**src/rtl/note_pkg.sv**
```systemverilog
// Shared types, chart-word field positions and saturating helpers for the per-lane note scheduler.
package note_pkg;

    typedef enum logic [1:0] {
        NT_TAP       = 2'b00,
        NT_HOLD_HEAD = 2'b01,
        NT_HOLD_TAIL = 2'b10,
        NT_END       = 2'b11
    } note_type_e;

    typedef enum logic [1:0] {
        J_NONE    = 2'b00,
        J_PERFECT = 2'b01,
        J_GOOD    = 2'b10,
        J_MISS    = 2'b11
    } judge_e;

    typedef enum logic [1:0] {
        S_IDLE = 2'b00,
        S_RUN  = 2'b01,
        S_HOLD = 2'b10,
        S_DONE = 2'b11
    } sched_state_e;

    localparam int TYPE_MSB = 15;
    localparam int TYPE_LSB = 14;
    localparam int TIME_W   = 14;

    localparam logic [7:0] DEF_NUM_NOTES   = 8'd148;
    localparam logic [3:0] DEF_PERFECT_WIN = 4'd3;
    localparam logic [3:0] DEF_GOOD_WIN    = 4'd6;

    function automatic logic [15:0] sat_add16(input logic [15:0] a, input logic [15:0] b);
        logic [16:0] sum;
        sum = {1'b0, a} + {1'b0, b};
        return sum[16] ? 16'hFFFF : sum[15:0];
    endfunction

    function automatic logic [9:0] sat_inc10(input logic [9:0] c);
        return (c == 10'h3FF) ? c : c + 10'd1;
    endfunction

endpackage

```
**src/rtl/note_judge.sv**
```systemverilog
// Combinational timing classifier: places a signed frame offset relative to the hit windows.
module note_judge (
    input  logic signed [14:0] dt_i,
    input  logic        [3:0]  perfect_win_i,
    input  logic        [3:0]  good_win_i,
    output logic               in_window_o,
    output logic               early_o,
    output logic               late_o,
    output logic               perfect_o
);

    logic signed [14:0] good_s;
    logic signed [14:0] perf_s;

    // Windows are symmetric around the note timestamp.
    always_comb begin
        good_s      = $signed({11'd0, good_win_i});
        perf_s      = $signed({11'd0, perfect_win_i});
        late_o      = (dt_i > good_s);
        early_o     = (dt_i < -good_s);
        in_window_o = !late_o && !early_o;
        perfect_o   = (dt_i <= perf_s) && (dt_i >= -perf_s);
    end

endmodule

```
**src/rtl/note_scheduler.sv**
```systemverilog
// Per-lane chart sequencer: walks the note ROM, judges key timing, tracks holds, score and combo.
// Optional build macro AUTOPLAY_EN replaces the key inputs with an internal perfect player.
module note_scheduler
    import note_pkg::*;
#(
    parameter logic [7:0] NUM_NOTES   = DEF_NUM_NOTES,
    parameter logic [3:0] PERFECT_WIN = DEF_PERFECT_WIN,
    parameter logic [3:0] GOOD_WIN    = DEF_GOOD_WIN
) (
    input  logic        Clk,
    input  logic        Reset_n,
    input  logic        start,
    input  logic        pause,
    input  logic        frame_tick,
    input  logic        key_press,
    input  logic        key_held,
    input  logic [15:0] note_word,
    output logic [7:0]  rom_addr,
    output logic        judge_valid,
    output logic [1:0]  judge,
    output logic        hold_active,
    output logic [15:0] score,
    output logic [9:0]  combo,
    output logic        done
);

    sched_state_e state_q, state_d;
    logic [7:0]   addr_q, addr_d;
    logic [13:0]  frame_q, frame_d;
    logic [15:0]  score_q, score_d;
    logic [9:0]   combo_q, combo_d;
    judge_e       judge_q, judge_d;
    logic         judge_valid_q, judge_valid_d;
    logic         hold_active_q, hold_active_d;
    logic         done_q, done_d;

    judge_e       verdict_s;
    logic         restart_s;
    note_type_e   head_type_s;
    logic [TIME_W-1:0] head_time_s;
    logic signed [14:0] dt_s;
    logic         press_s, held_s;
    logic         in_window_s, early_s, late_s, perfect_s;

    assign head_type_s = note_type_e'(note_word[TYPE_MSB:TYPE_LSB]);
    assign head_time_s = note_word[TIME_W-1:0];
    assign dt_s        = $signed({1'b0, frame_q}) - $signed({1'b0, head_time_s});

`ifdef AUTOPLAY_EN
    // The built-in player hits every head exactly on time and never lets go of a hold.
    assign press_s = (dt_s == 15'sd0);
    assign held_s  = 1'b1;
`else
    assign press_s = key_press;
    assign held_s  = key_held;
`endif

    note_judge u_judge (
        .dt_i          (dt_s),
        .perfect_win_i (PERFECT_WIN),
        .good_win_i    (GOOD_WIN),
        .in_window_o   (in_window_s),
        .early_o       (early_s),
        .late_o        (late_s),
        .perfect_o     (perfect_s)
    );

    // State register and all registered outputs.
    always_ff @(posedge Clk or negedge Reset_n) begin
        if (!Reset_n) begin
            state_q       <= S_IDLE;
            addr_q        <= 8'd0;
            frame_q       <= 14'd0;
            score_q       <= 16'd0;
            combo_q       <= 10'd0;
            judge_q       <= J_NONE;
            judge_valid_q <= 1'b0;
            hold_active_q <= 1'b0;
            done_q        <= 1'b0;
        end else begin
            state_q       <= state_d;
            addr_q        <= addr_d;
            frame_q       <= frame_d;
            score_q       <= score_d;
            combo_q       <= combo_d;
            judge_q       <= judge_d;
            judge_valid_q <= judge_valid_d;
            hold_active_q <= hold_active_d;
            done_q        <= done_d;
        end
    end

    // Next-state: pointer movement and the single verdict for this cycle.
    always_comb begin
        state_d   = state_q;
        addr_d    = addr_q;
        verdict_s = J_NONE;
        restart_s = 1'b0;
        case (state_q)
            S_IDLE, S_DONE: begin
                if (start) begin
                    restart_s = 1'b1;
                end else begin
                    restart_s = 1'b0;
                end
            end
            S_RUN: begin
                if (start) begin
                    restart_s = 1'b1;
                end else if ((addr_q >= NUM_NOTES) || (head_type_s == NT_END)) begin
                    state_d = S_DONE;
                end else if (!pause) begin
                    case (head_type_s)
                        NT_TAP, NT_HOLD_HEAD: begin
                            if (press_s && in_window_s) begin
                                verdict_s = perfect_s ? J_PERFECT : J_GOOD;
                                addr_d    = addr_q + 8'd1;
                                state_d   = (head_type_s == NT_HOLD_HEAD) ? S_HOLD : S_RUN;
                            end else if (late_s) begin
                                // A missed hold head also discards its tail.
                                verdict_s = J_MISS;
                                addr_d    = addr_q + ((head_type_s == NT_HOLD_HEAD) ? 8'd2 : 8'd1);
                            end else begin
                                verdict_s = J_NONE;
                            end
                        end
                        NT_HOLD_TAIL: addr_d = addr_q + 8'd1;
                        default:      addr_d = addr_q;
                    endcase
                end else begin
                    verdict_s = J_NONE;
                end
            end
            S_HOLD: begin
                if (start) begin
                    restart_s = 1'b1;
                end else if (!pause) begin
                    if (head_type_s == NT_HOLD_TAIL) begin
                        if (held_s && !dt_s[14]) begin
                            verdict_s = J_PERFECT;
                        end else if (!held_s) begin
                            verdict_s = early_s ? J_MISS : J_GOOD;
                        end else begin
                            verdict_s = J_NONE;
                        end
                        if (verdict_s != J_NONE) begin
                            addr_d  = addr_q + 8'd1;
                            state_d = S_RUN;
                        end else begin
                            addr_d = addr_q;
                        end
                    end else begin
                        state_d = S_RUN;
                    end
                end else begin
                    verdict_s = J_NONE;
                end
            end
            default: state_d = S_IDLE;
        endcase
        if (restart_s) begin
            state_d = S_RUN;
            addr_d  = 8'd0;
        end else begin
            restart_s = 1'b0;
        end
    end

    // Frame clock, score/combo accounting and strobe generation.
    always_comb begin
        frame_d       = frame_q;
        score_d       = score_q;
        combo_d       = combo_q;
        judge_d       = verdict_s;
        judge_valid_d = (verdict_s != J_NONE);
        hold_active_d = (state_d == S_HOLD);
        done_d        = (state_d == S_DONE);
        if (restart_s) begin
            frame_d = 14'd0;
            score_d = 16'd0;
            combo_d = 10'd0;
        end else begin
            if (((state_q == S_RUN) || (state_q == S_HOLD)) && !pause && frame_tick
                && (frame_q != 14'h3FFF)) begin
                frame_d = frame_q + 14'd1;
            end else begin
                frame_d = frame_q;
            end
            case (verdict_s)
                J_PERFECT: begin
                    score_d = sat_add16(score_q, 16'd2);
                    combo_d = sat_inc10(combo_q);
                end
                J_GOOD: begin
                    score_d = sat_add16(score_q, 16'd1);
                    combo_d = sat_inc10(combo_q);
                end
                J_MISS:  combo_d = 10'd0;
                default: combo_d = combo_q;
            endcase
        end
    end

    // Outputs come straight from flops.
    always_comb begin
        rom_addr    = addr_q;
        judge_valid = judge_valid_q;
        judge       = judge_q;
        hold_active = hold_active_q;
        score       = score_q;
        combo       = combo_q;
        done        = done_q;
    end

endmodule

```
**config.mk**
```make
export PLATFORM = sky130hd
export DESIGN_NAME = note_scheduler
export DESIGN_NICKNAME = d
export VERILOG_FILES = /design/src/rtl/note_pkg.sv /design/src/rtl/note_judge.sv /design/src/rtl/note_scheduler.sv
export SDC_FILE = /design/constraint.sdc
export NUM_CORES = 1
export LEC_CHECK = 0
export CAP_MARGIN = 20
export CORE_MARGIN = 5
export CORE_UTILIZATION = 65
export CTS_CLUSTER_SIZE = 8
export DETAILED_ROUTE_END_ITERATION = 12
export DONT_BUFFER_PORTS = 1
export PLACE_DENSITY_LB_ADDON = 0.1
export SETUP_SLACK_MARGIN = 0.1
export SLEW_MARGIN = 25
export SYNTH_ARGS = -nofsm -noshare
export SYNTH_HDL_FRONTEND = slang
export SYNTH_HIERARCHICAL = 1
export SYNTH_SLANG_ARGS = --single-unit
export TNS_END_PERCENT = 50
```
**constraint.sdc**
```tcl
create_clock -name Clk -period 6.14 [get_ports Clk]
set_input_delay 0.614 -clock Clk [delete_from_list [all_inputs] [get_ports Clk]]
set_output_delay 0.614 -clock Clk [all_outputs]
set_load 0.03 [all_outputs]
```
# ---- After elaboration in Yosys (flattened, before gate mapping)
# Index checks and enable logic that the tools add are counted.
dict set report word_totals {
  out_inout_bits 39
  reg_bits 55
  word_cells 125
}
dict set report op_classes {
  n_eq_ne 23
  add_sub_neg 7
  n_reduce_logical 26
  mux 55
  n_lt_le_gt_ge 5
}
# cell count
set op_table {}
lappend op_table {{$mux W8} 10}
lappend op_table {{$mux W2} 28}
lappend op_table {{$mux W16} 3}
lappend op_table {{$pmux W16 S2} 1}
lappend op_table {{$pmux W8 S2} 2}
lappend op_table {{$mux W14} 2}
lappend op_table {{$ne A3 B2 Y1 const B} 7}
lappend op_table {{$mux W10} 2}
lappend op_table {{$pmux W10 S2} 1}
lappend op_table {{$add A16 B1 Y17 const B} 1}
lappend op_table {{$add A16 B2 Y17 const B} 1}
lappend op_table {{$eq A2 B2 Y1 const B} 8}
lappend op_table {{$ge A15 B3 Y1 const B} 1}
lappend op_table {{$gt A15 B4 Y1 const B} 1}
lappend op_table {{$le A15 B3 Y1 const B} 1}
lappend op_table {{$lt A15 B4 Y1 const B} 1}
lappend op_table {{$sub A14 B14 Y15} 1}
lappend op_table {{$add A14 B1 Y14 const B} 1}
lappend op_table {{$ne A14 B14 Y1 const B} 1}
lappend op_table {{$add A10 B1 Y10 const B} 1}
lappend op_table {{$eq A10 B10 Y1 const B} 1}
lappend op_table {{$reduce_and A10 Y1} 1}
lappend op_table {{$reduce_bool A3 Y1} 3}
lappend op_table {{$add A8 B1 Y8 const B} 1}
lappend op_table {{16 further kinds} 36}

# ---- Longest topological paths before layout
dict set report depth {
  word_depth 17
  depth_mapped 29
}

# ---- Modules after synthesis
# The synthesis kept the hierarchy.
# module cells_each n_inst area_each_um2
set by_module_without_submodules {}
lappend by_module_without_submodules {note_scheduler 469 1 4021.4}
lappend by_module_without_submodules {note_judge 126 1 973.4}

# ---- Worst setup path after synthesis
# Ideal clock, no wire load.
dict set report synth_path {
  kind {input-to-reg}
  startpoint {in note_word[7]}
  endpoint {reg score_q[13] (netlist: score[13])}
  required_time_ns 6.044
  n_path_buf 1
  path_slack_ns 0.925
  path_stages 28
  arrival_time_ns 5.119
  path_cell_list {inv_1 -> ha_1 -> a21o_1 -> a21o_1 -> a21o_1 -> a211oi_1 -> o21bai_1 -> a21oi_1 -> xnor2_1 -> ha_1 -> and4_1 -> o211ai_1 -> o21a_2 -> nor2_1 -> a21oi_1 -> nor4_1 -> inv_1 -> a31oi_1 -> o21ai_0 -> inv_1 -> ha_1 -> mux2i_2 -> and2_1 -> buf_4 -> nor2_2 -> and4_4 -> a311o_1 -> o31ai_1}
}
# element line
set synth_rtl {}
lappend synth_rtl {{start: declaration} note_scheduler.sv:17} ;# input logic [15:0] note_word,
lappend synth_rtl {{$sub A14 B14 Y15 *} note_scheduler.sv:47} ;# assign dt_s = $signed({1'b0, frame_q}) - $signed({1'b0, head_time_s});
lappend synth_rtl {{net dt_s[13]} note_scheduler.sv:41} ;# logic signed [14:0] dt_s;
lappend synth_rtl {{$lt A15 B4 Y1 *} note_judge.sv:20} ;# early_o = (dt_i < -good_s);
lappend synth_rtl {{net early_s} note_scheduler.sv:43} ;# logic in_window_s, early_s, late_s, perfect_s;
lappend synth_rtl {{$logic_not A1 Y1 *} note_judge.sv:21} ;# in_window_o = !late_o && !early_o;
lappend synth_rtl {{$logic_and A1 B1 Y1 *} note_judge.sv:21}
lappend synth_rtl {{net in_window_s} note_scheduler.sv:43}
lappend synth_rtl {{$logic_and A1 B1 Y1 *} note_scheduler.sv:115} ;# if (press_s && in_window_s) begin
lappend synth_rtl {{[... 2 more ...]} -}
lappend synth_rtl {{$mux W2 *} note_scheduler.sv:112} ;# end else if (!pause) begin
lappend synth_rtl {{$mux W2 *} note_scheduler.sv:110} ;# end else if ((addr_q >= NUM_NOTES) || (head_type_s == NT_END)) begin
lappend synth_rtl {{$mux W2 *} note_scheduler.sv:108} ;# if (start) begin
lappend synth_rtl {{$pmux W2 S2 *} note_scheduler.sv:99} ;# case (state_q)
lappend synth_rtl {{net judge_d[1]} note_scheduler.sv:32} ;# judge_e judge_q, judge_d;
lappend synth_rtl {{$eq A2 B2 Y1 or $eq A2 B1 Y1 (tied branches)} note_scheduler.sv:189} ;# case (verdict_s)
lappend synth_rtl {{$pmux W16 S2} note_scheduler.sv:189}
lappend synth_rtl {{$mux W16} note_scheduler.sv:178} ;# if (restart_s) begin
lappend synth_rtl {{end signal: assignment} note_scheduler.sv:84} ;# score_q <= score_d;
lappend synth_rtl {{end: declaration} note_scheduler.sv:30} ;# logic [15:0] score_q, score_d;
# Mark *: on every way through the listed nets, which the timed path passes. The rest lies on a longest branch. The select of a mux whose other input is x is not followed.
# A chain may end at the register's enable or synchronous reset.

# ---- Final worst setup path
dict set report layout_path {
  startpoint {reg frame_q[7]}
  endpoint {reg score_q[13] (netlist: score[13])}
}
# element line
set layout_rtl {}
lappend layout_rtl {{start: declaration} note_scheduler.sv:29} ;# logic [13:0] frame_q, frame_d;
lappend layout_rtl {{start signal: assignment} note_scheduler.sv:83} ;# frame_q <= frame_d;
lappend layout_rtl {{$sub A14 B14 Y15 *} note_scheduler.sv:47}
lappend layout_rtl {{net dt_s[13]} note_scheduler.sv:41}
lappend layout_rtl {{$lt A15 B4 Y1 *} note_judge.sv:20}
lappend layout_rtl {{net early_s} note_scheduler.sv:43}
lappend layout_rtl {{$logic_not A1 Y1 *} note_judge.sv:21}
lappend layout_rtl {{$logic_and A1 B1 Y1 *} note_judge.sv:21}
lappend layout_rtl {{net in_window_s} note_scheduler.sv:43}
lappend layout_rtl {{$logic_and A1 B1 Y1 *} note_scheduler.sv:115}
lappend layout_rtl {{[... 2 more ...]} -}
lappend layout_rtl {{$mux W2 *} note_scheduler.sv:112}
lappend layout_rtl {{$mux W2 *} note_scheduler.sv:110}
lappend layout_rtl {{$mux W2 *} note_scheduler.sv:108}
lappend layout_rtl {{$pmux W2 S2 *} note_scheduler.sv:99}
lappend layout_rtl {{net judge_d[1]} note_scheduler.sv:32}
lappend layout_rtl {{$eq A2 B2 Y1 or $eq A2 B1 Y1 (tied branches)} note_scheduler.sv:189}
lappend layout_rtl {{$pmux W16 S2} note_scheduler.sv:189}
lappend layout_rtl {{$mux W16} note_scheduler.sv:178}
# Marked as above.

==> impl_metrics.ini <==
[logic_synthesis]
yosys-top-cells-area = dfrtp_1 28%, ha_1 17%, nor2_1 4.8%
yosysWarnings = 6
synth_largest_area_cell = dfrtp_1
syn_area_mm2 = 0.00499
synth_cell_types = 74
synth_edf_count = 0
synth_top_family_by_area = compound AO/OA/AOI/OAI gates
yosys_most_used_dff = dfrtp_1
synth_compound_gate_area_share_pct = 22.3
muxShareOfSynthArea_pct = 1.43
netlist_top_cells_count = 68 x ha_1, 64 x nor2_1, 55 x dfrtp_1
seq_area_frac_synth_pct = 27.6
synthSimpleGateAreaFrac_pct = 21.5
ys_ff_latch = 55
synth_fa_ha_area_share_pct = 17.8
syn_inst = 595
synth_top_area_share_pct = 27.6
syn_area_per_cell_um2 = 8.39
synth.most_common_cell = ha_1
synthXorXnorAreaFrac_pct = 4.03
async_flop_share_pct = 100

[floorplan]
pin_count = 62
die_area_mm2 = 0.00954
num_rows = 32
fp.dieW_um = 97.7
die_h_um = 97.7
design.core.area_mm2 = 0.00761
initial_utilization_pct = 65.7

[global_route]
grt_max_degree = 47
antenna_found_initial = 0
grt_pass1_vias = 4349
grt_first_pass_wirelength_um = 19900
grtUsageTotal_pct = 24.6
overflow = 0

[place]
place.gp.congestion = 0.961
postPlaceCellArea_mm2 = 0.00517
pre_cts_ws_ns = 0.272
hpwl_um = 9020
portBuffers = 0

[run]
maxCapViolations = 0

[status]
status = completed

[worst_setup_path]
cp-startpoint = frame_q[7]$_DFFE_PN0P_
critPathLaunchType = flop
reg2reg_slack_ns = 0.64
end_kind = flop
reg2regPathDepth = 26
path_max_fanout = 6
rr_startpoint = frame_q[7]$_DFFE_PN0P_
worstPathArrival_ns = 5.72
path_class = reg -> reg
cp.required_ns = 6.36
reg2reg_to = score[13]$_DFFE_PN0P_
crit_path_end = score[13]$_DFFE_PN0P_

[timing]
fmax_mhz = 182
fin_setup_tns_ns = 0
fin_ws_ns = 0.637
finalSetupViolCount = 0
rsz0062_at_grt = false
fin_crit_ns = 5.50
drv_slew = 0
hold_viol = 0
period_share_pct = 89.6
finClkSkew_ns = 0.0167
worstMarginPinSlew_ns = 0.557
max_slew_margin_pct = 62.9

[drt]
drt_pre_antenna_iters = 4
wire_per_inst_um = 16.4
drt_iter0_drc = 221
ant_nets = 0
drc_errors = 0
drt_wl_total_um = 11800
vias = 4547
vias_per_cell = 6.31

[cts]
htree_levels = 2
clk_pin_slew_ns = 0.11
clkLatencyLatePin_ns = 0.31
cts_tree = done
root_buffer = clkbuf_8
numCtsBuffers = 5
cts_setup_buffers = 0
clockBufferDepth = 2
clkSinkCount = 55

[cells_and_area]
multiInputGateArea_mm2 = 0.00348
finish.instance_area_mm2 = 0.00535
drive_above_1_share_pct = 6.14
n_fill_cell = 594
seqCellArea_mm2 = 0.00138
area_growth_pct = 7.04
num_antenna_cells = 0
fin_nets = 711

[pwr]
power_leakage_nw = 2.53
peakVddDrop_uv = 151
power.density_mw_per_mm2 = 184

[min_path]
hold_class = in -> async
-- kinds of logic after synthesis --
family | after synthesis
AND/OR/NAND/NOR | 211
AO/OA/AOI/OAI | 163
adder cells (fa/ha/maj) | 70
buffers and inverters | 65
flip-flops | 55
XOR/XNOR | 23
multiplexers | 6
other | 2
-- layout by cell type (no fill, tap or decap), types with 3 or more instances in the layout --
cell type,instances
o21a_1,4
nor3_1,7
and3_1,13
a21o_1,6
nor2_1,63
and2_1,4
or3_1,5
nor2b_1,4
inv_1,53
xor2_1,13
conb_1,26
a41oi_1,4
o31ai_1,12
nand3_1,22
a311oi_1,5
o2111ai_1,3
nand4_1,10
nand2b_1,6
nor4_1,3
o21bai_1,3
o21ai_0,35
nor2_2,3
or4_1,5
clkbuf_8,5
ha_1,68
xnor2_1,9
a31oi_1,12
a211oi_1,10
nand2_1,46
dfrtp_1,55
and4_1,6
a21oi_1,37
-- per-stage QoR --
stage               std cells  power [mW]  hold WS (ns)  utilization, %
floorplan                 619       0.676         0.318               -
global placement          711       0.715         0.320            67.9
detailed placement        711       0.728         0.319            67.9
CTS                       721       0.984         0.135            69.9
global route              721        1.06         0.133            70.3
finish                    721       0.984         0.132            70.3
-- per-layer routing --
| layer | up-vias | part of all wire [%] | GRT usage, % |
|---|---|---|---|
| met3 | 32 | 7.3 | 5.53 |
| li1 | 2201 | - | - |
| met5 | - | 0 | 0 |
| met1 | 2133 | 43 | 31.3 |
| met4 | 0 | 1.9 | 6.71 |
| met2 | 181 | 48 | 41.9 |
-- where the power goes --
part           total (mW)  internal (mW)  switching [mW]
logic               0.293          0.117           0.176
registers           0.447          0.382          0.0651
clock network       0.244          0.123           0.121
total               0.984          0.623           0.361
-- final cells by class --
class | instances | share of cell area (%)
flip-flops and latches | 55 | 25.7
multi-input cells | 499 | 65.1
repair buffers | 4 | 0.983
clock inverters | 2 | 0.725
clock buffers | 6 | 1.36
inverters | 53 | 3.72
well taps | 102 | 2.39
-- worst max-delay path: stages, from the launching register on --
cell,delay [ns]
dfrtp_1,0.45
ha_1,0.37
a21o_1,0.21
a21o_1,0.22
a21o_1,0.19
a211oi_1,0.21
o21bai_1,0.11
a21oi_1,0.24
xnor2_2,0.18
ha_1,0.19
and4_1,0.24
o211ai_1,0.11
o21a_2,0.21
nor2_1,0.19
a21oi_1,0.12
nor4_2,0.26
inv_1,0.06
a31oi_1,0.14
o21ai_1,0.13
inv_1,0.14
ha_1,0.23
mux2i_4,0.32
and2_4,0.23
nor2_2,0.07
and4_4,0.22
a311o_1,0.31
o31ai_1,0.07
-- timing repair --
item / CTS / global route
endpoints found under the setup margin: 0 / 16
hold endpoints to repair: 46 / 0
hold buffers: 2 / 0
resized for setup: 0 / 9
-- worst min path at each step --
stage | to | startpoint | cells after the start | slack [ns]
after global placement | frame_q[2]$_DFFE_PN0P_ | Reset_n | 0 | 0.32
after CTS | frame_q[3]$_DFFE_PN0P_ | Reset_n | 1 | 0.14
after detailed placement | frame_q[3]$_DFFE_PN0P_ | Reset_n | 0 | 0.32
after global routing | frame_q[2]$_DFFE_PN0P_ | Reset_n | 1 | 0.13
final | frame_q[3]$_DFFE_PN0P_ | Reset_n | 1 | 0.13
after floorplan | combo[0]$_DFFE_PN0P_ | Reset_n | 0 | 0.32
-- sequential cells by signal (all words and copies together), names as in the netlist --
name,count
combo,10
done,1
frame_q,14
hold_active,1
judge,2
judge_valid,1
rom_addr,8
score,16
state_q,2
Note: power is estimated with default switching activity, not from simulation.
